===== src/rtl/full_adder_t4_trojan_pkg.sv =====
// Shared definitions for the trojan-instrumented full adder: FSM encodings,
// default LFSR seed/taps and a counter-width helper.
package full_adder_t4_trojan_pkg;

    typedef enum logic [1:0] {
        FA_T_IDLE   = 2'd0,
        FA_T_ARMING = 2'd1,
        FA_T_ACTIVE = 2'd2
    } fa_t_state_e;

    localparam logic [15:0] FA_T_DEF_SEED = 16'hACE1;
    localparam logic [15:0] FA_T_DEF_TAPS = 16'hB400;

    // Bits needed to hold 0..n, never less than one.
    function automatic int fa_t_cnt_w(input int n);
        return (n < 1) ? 1 : $clog2(n + 1);
    endfunction

endpackage


===== src/rtl/full_adder_t4_trojan_lfsr.sv =====
// 16-bit Galois right-shift LFSR with synchronous reload; resets to seed.
module lfsr_galois16 (
    input  logic        clk,
    input  logic        rst_n,
    input  logic        en,
    input  logic        load,
    input  logic [15:0] seed,
    input  logic [15:0] taps,
    output logic [15:0] q
);

    logic [15:0] q_q, q_d;

    always_comb begin
        q_d = q_q;
        if (load)
            q_d = seed;
        else if (en)
            q_d = (q_q >> 1) ^ (q_q[0] ? taps : 16'h0000);
    end

    always_ff @(posedge clk or negedge rst_n) begin
        if (!rst_n)
            q_q <= seed;
        else
            q_q <= q_d;
    end

    assign q = q_q;

endmodule


===== src/rtl/full_adder_t4_trojan.sv =====
// Registered full adder with a rare-trigger activity payload (free-running LFSR).
// The payload only burns switching power; sum/cout are never affected.
module full_adder_t4_trojan
    import full_adder_t4_trojan_pkg::*;
#(
    parameter int          TRIG_LEN      = 6,
    parameter logic [15:0] SEED          = FA_T_DEF_SEED,
    parameter logic [15:0] LFSR_TAPS     = FA_T_DEF_TAPS,
    parameter int          ACTIVE_CYCLES = 0
) (
    input  logic clk,
    input  logic rst_n,
    input  logic a,
    input  logic b,
    input  logic cin,
    output logic sum,
    output logic cout,
    output logic trojan_active
);

    // An all-zero seed would lock the LFSR, so it is replaced at elaboration.
    localparam logic [15:0] SEED_EFF = (SEED == 16'h0000) ? 16'h0001 : SEED;
    localparam int          TW       = fa_t_cnt_w(TRIG_LEN);
    localparam int          DW       = fa_t_cnt_w(ACTIVE_CYCLES);
    localparam logic [TW-1:0] TRIG_MAX = TW'(TRIG_LEN);
    localparam logic [DW-1:0] DUR_MAX  = DW'(ACTIVE_CYCLES);

    fa_t_state_e   state_q, state_d;
    logic [TW-1:0] trig_cnt_q, trig_cnt_d;
    logic [DW-1:0] dur_q, dur_d;
    logic          sum_q, sum_d;
    logic          cout_q, cout_d;
    logic          lfsr_en, lfsr_load;
    logic          trig;
    logic [15:0]   trojan_shift_reg;

    always_comb begin
        state_d    = state_q;
        trig_cnt_d = trig_cnt_q;
        dur_d      = dur_q;
        lfsr_en    = 1'b0;
        lfsr_load  = 1'b0;
        trig       = a & b & cin;
        sum_d      = a ^ b ^ cin;
        cout_d     = (a & b) | (a & cin) | (b & cin);

        case (state_q)
            FA_T_ACTIVE: begin
                // Inputs are ignored here; only the duration limit leaves ACTIVE.
                if ((ACTIVE_CYCLES > 0) && (dur_q == DUR_MAX)) begin
                    state_d    = FA_T_IDLE;
                    trig_cnt_d = '0;
                    dur_d      = '0;
                    lfsr_load  = 1'b1;
                end else begin
                    lfsr_en = 1'b1;
                    if (ACTIVE_CYCLES > 0)
                        dur_d = dur_q + 1'b1;
                end
            end
            default: begin
                if ((TRIG_LEN == 0) || !trig) begin
                    state_d    = FA_T_IDLE;
                    trig_cnt_d = '0;
                end else begin
                    if (trig_cnt_q != TRIG_MAX)
                        trig_cnt_d = trig_cnt_q + 1'b1;
                    state_d = (trig_cnt_d >= TRIG_MAX) ? FA_T_ACTIVE : FA_T_ARMING;
                    dur_d   = '0;
                end
            end
        endcase
    end

    always_ff @(posedge clk or negedge rst_n) begin
        if (!rst_n) begin
            state_q    <= FA_T_IDLE;
            trig_cnt_q <= '0;
            dur_q      <= '0;
            sum_q      <= 1'b0;
            cout_q     <= 1'b0;
        end else begin
            state_q    <= state_d;
            trig_cnt_q <= trig_cnt_d;
            dur_q      <= dur_d;
            sum_q      <= sum_d;
            cout_q     <= cout_d;
        end
    end

    lfsr_galois16 u_lfsr (
        .clk   (clk),
        .rst_n (rst_n),
        .en    (lfsr_en),
        .load  (lfsr_load),
        .seed  (SEED_EFF),
        .taps  (LFSR_TAPS),
        .q     (trojan_shift_reg)
    );

    assign sum           = sum_q;
    assign cout          = cout_q;
    assign trojan_active = (state_q == FA_T_ACTIVE);

endmodule


===== config.mk =====
export PLATFORM = sky130hd
export DESIGN_NAME = full_adder_t4_trojan
export DESIGN_NICKNAME = d
export VERILOG_FILES = /design/src/rtl/full_adder_t4_trojan_pkg.sv /design/src/rtl/full_adder_t4_trojan_lfsr.sv /design/src/rtl/full_adder_t4_trojan.sv
export SDC_FILE = /design/constraint.sdc
export NUM_CORES = 1
export LEC_CHECK = 0
export ABC_AREA = 1
export ABC_CLOCK_PERIOD_IN_PS = 1550
export BUFFER_PORTS_ARGS = -buffer_cell sky130_fd_sc_hd__buf_2
export CAP_MARGIN = 5
export CORE_AREA = 2 2 41 43
export DETAILED_ROUTE_END_ITERATION = 10
export DIE_AREA = 0 0 43 45
export PLACE_DENSITY = 0.54
export SYNTH_ARGS = -nofsm -noshare
export SYNTH_HDL_FRONTEND = slang
export SYNTH_SLANG_ARGS = --single-unit

===== constraint.sdc =====
create_clock -name clk -period 1.55 [get_ports clk]
set_input_delay 0.155 -clock clk [delete_from_list [all_inputs] [get_ports clk]]
set_output_delay 0.155 -clock clk [all_outputs]
set_load 0.02 [all_outputs]

==> results_dict.tcl <==
set metrics [dict create \
    finalHoldViolCount 0 \
    clock_skew_ps 1.341 \
    firstDrtPassIters 2 \
    gp_congestion 0.6881 \
    rr_startpoint "trig_cnt_q[0]" \
    synth_cells 42 \
    r2r_slack_ps 390 \
    peakVddDrop_mv 0.5388 \
    synth_seq_area_share_pct 45.60 \
    postCtsHoldBufs 1 \
    syn_to_final_growth_pct 23.78 \
    fin_crit_sh_pct 74.59 \
    r2r_cells 7 \
    antenna_found_initial 0 \
    vias 288 \
    hold_ws_ps 186.7 \
    io_buffers 7 \
    first_iter_violations 1 \
    maxCapViolCount 0 \
    fin_crit_ps 1156 \
    clk_latency_ps 250 \
    core_area_um2 1471 \
    end_kind "register" \
    grt_first_pass_wirelength_um 1166 \
    swShare_pct 25.15 \
    cp_data_required_time_ps 1690 \
    post_cts_buffers 0 \
    ys_types 12 \
    grt-ovfl-total 0 \
    top_layer "met3" \
    synth.avg_cell_area_um2 9.146 \
    yosysWarningCount 0 \
    wl_met3_um 67 \
    gr-usage-all-layers_pct 8.666 \
    final_common_cell "nand2_1" \
    clock-sinks 7 \
    route.met2.wl_um 269 \
    synth.net_count 51 \
    p_switching_mw 0.1052 \
    min-delay-path-class "in2reg" \
    critPathLaunchType "register" \
    cts-root-buf "clkbuf_4" \
    cp-endpoint "state_q[1]" \
    clkPwrFrac_pct 38.8 \
    powerDensity_nw_per_um2 879.4 \
    start_util_pct 26.11 \
    ys_ff_latch 7 \
    critPathMaxFanout 4 \
    drive_above_1_share_pct 29.63 \
    syn_area_um2 384.1 \
    wl_per_cell_um 8.500 \
    layout_common_cells "nand2_1, inv_1, dfrtp_1, buf_2, nand3_1" \
    rsz0062_at_grt "no" \
    worstMarginPinSlew_ps 180.6 \
    p_leak_nw 0.2626 \
    wl_um 595 \
    grt_pass1_vias 293 \
    cts.clk_slew.worst_paths_ps 50 \
    num_antenna_cells 0 \
    htreeDepth 1 \
    grt_max_degree 8 \
    setup_slack_ps 393.9 \
    slew_viol_final 0 \
    multi_input_area_um2 182.7 \
    std_cell_rows 14 \
    via_per_inst 4.114 \
    cts_made_buffers 3 \
    clockBufferDepth 2 \
    nets 64 \
    final-setup-viol-count 0 \
    post_cts_resized 0 \
    tns_ps 0 \
    p_total_mw 0.4181 \
    drcViolationCount 0 \
    cts_tree "built" \
    dp_hpwl_um 494.2 \
    die-area_um2 1935 \
    p_int_mw 0.3130 \
    top_level_ports 8 \
    fillers 163 \
    die_w_um 43 \
    r2r-end "state_q[1]" \
    seq_power_share_pct 47.5 \
    met1_length_um 258 \
    combPwrFrac_pct 13.7 \
    max_freq_ghz 0.8650 \
    ant_nets 0 \
    crit_start "trig_cnt_q[0]" \
    die_y_um 45 \
    path_class "reg2reg" \
    relSlewSlack_pct 87.96 \
    place_ws_ps 402.5 \
    arrival_ps 1290 \
    status "completed" \
    register_area_um2 175.2 \
]
power by group through the flow:
stage / clock network (mW) / logic (mW) / registers (mW)
after floorplan: 0 / 0.0248 / 0.210
after global placement: 0 / 0.0560 / 0.202
after detailed placement: 0 / 0.0569 / 0.202
after CTS: 0.169 / 0.0589 / 0.199
after global routing: 0.185 / 0.0649 / 0.200
final: 0.162 / 0.0572 / 0.199
area by class of cell:
type	instances	area share, %
Inverter	7	5.526
Tap cell	16	4.211
Multi-Input combinational cell	28	38.42
Clock buffer	4	5.526
Timing Repair Buffer	8	9.474
Sequential cell	7	36.84
layer usage:
layer	GRT usage (%)	vias up
met5	0	-
met4	1.818	0
met3	7.200	0
met2	13.33	10
met1	9.320	126
li1	-	152
metrics by stage:
stage / util, % / area [um^2] / cells
after floorplan: - / 384.1 / 42
after global placement: 29.85 / 439.2 / 65
after detailed placement: 29.85 / 439.2 / 65
after CTS: 32.31 / 475.5 / 70
after global routing: 32.31 / 475.5 / 70
final: 32.31 / 475.5 / 70
worst max-delay path, cell delays in order, from the launching register on:
cell	delay, ps
dfrtp_1	400
inv_1	80
ha_1	200
nand2_2	90
nand2_1	80
nand2_2	70
nand3_1	80
nand2_1	50
synth_stat cells, drive strengths merged:
cell type	n	area share (%)
nand2	15	17
dfrtp	7	46
inv	7	6.8
nand3	5	7.8
ha	3	9.8
nor2	2	3.9
a21boi	1	2.9
fa	1	5.2
o21ai	1	1.3
how the worst min path moves through the flow:
stage,startpoint,endpoint,slack [ps],depth (start not counted)
after global routing,cin,sum,180,2
after global placement,rst_n,trig_cnt_q[2],-3,1
after CTS,cin,cout,180,2
after detailed placement,rst_n,trig_cnt_q[2],1,1
final,cin,cout,190,2
after floorplan,rst_n,cout,-140,0
flip-flops by register name, indices dropped and copies added (netlist names):
signal / flops
cout: 1
state_q: 2
sum: 1
trig_cnt_q: 3
logic make-up after synthesis:
family / after synthesis / synth area share (%)
buffers and inverters: 7 / 6.842
and+or+nand+nor: 22 / 28.34
DFF: 7 / 45.60
adders and majority gates: 4 / 14.98
AOI/OAI and AO/OA: 2 / 4.233
No activity file was read; power rests on OpenSTA's default activity.
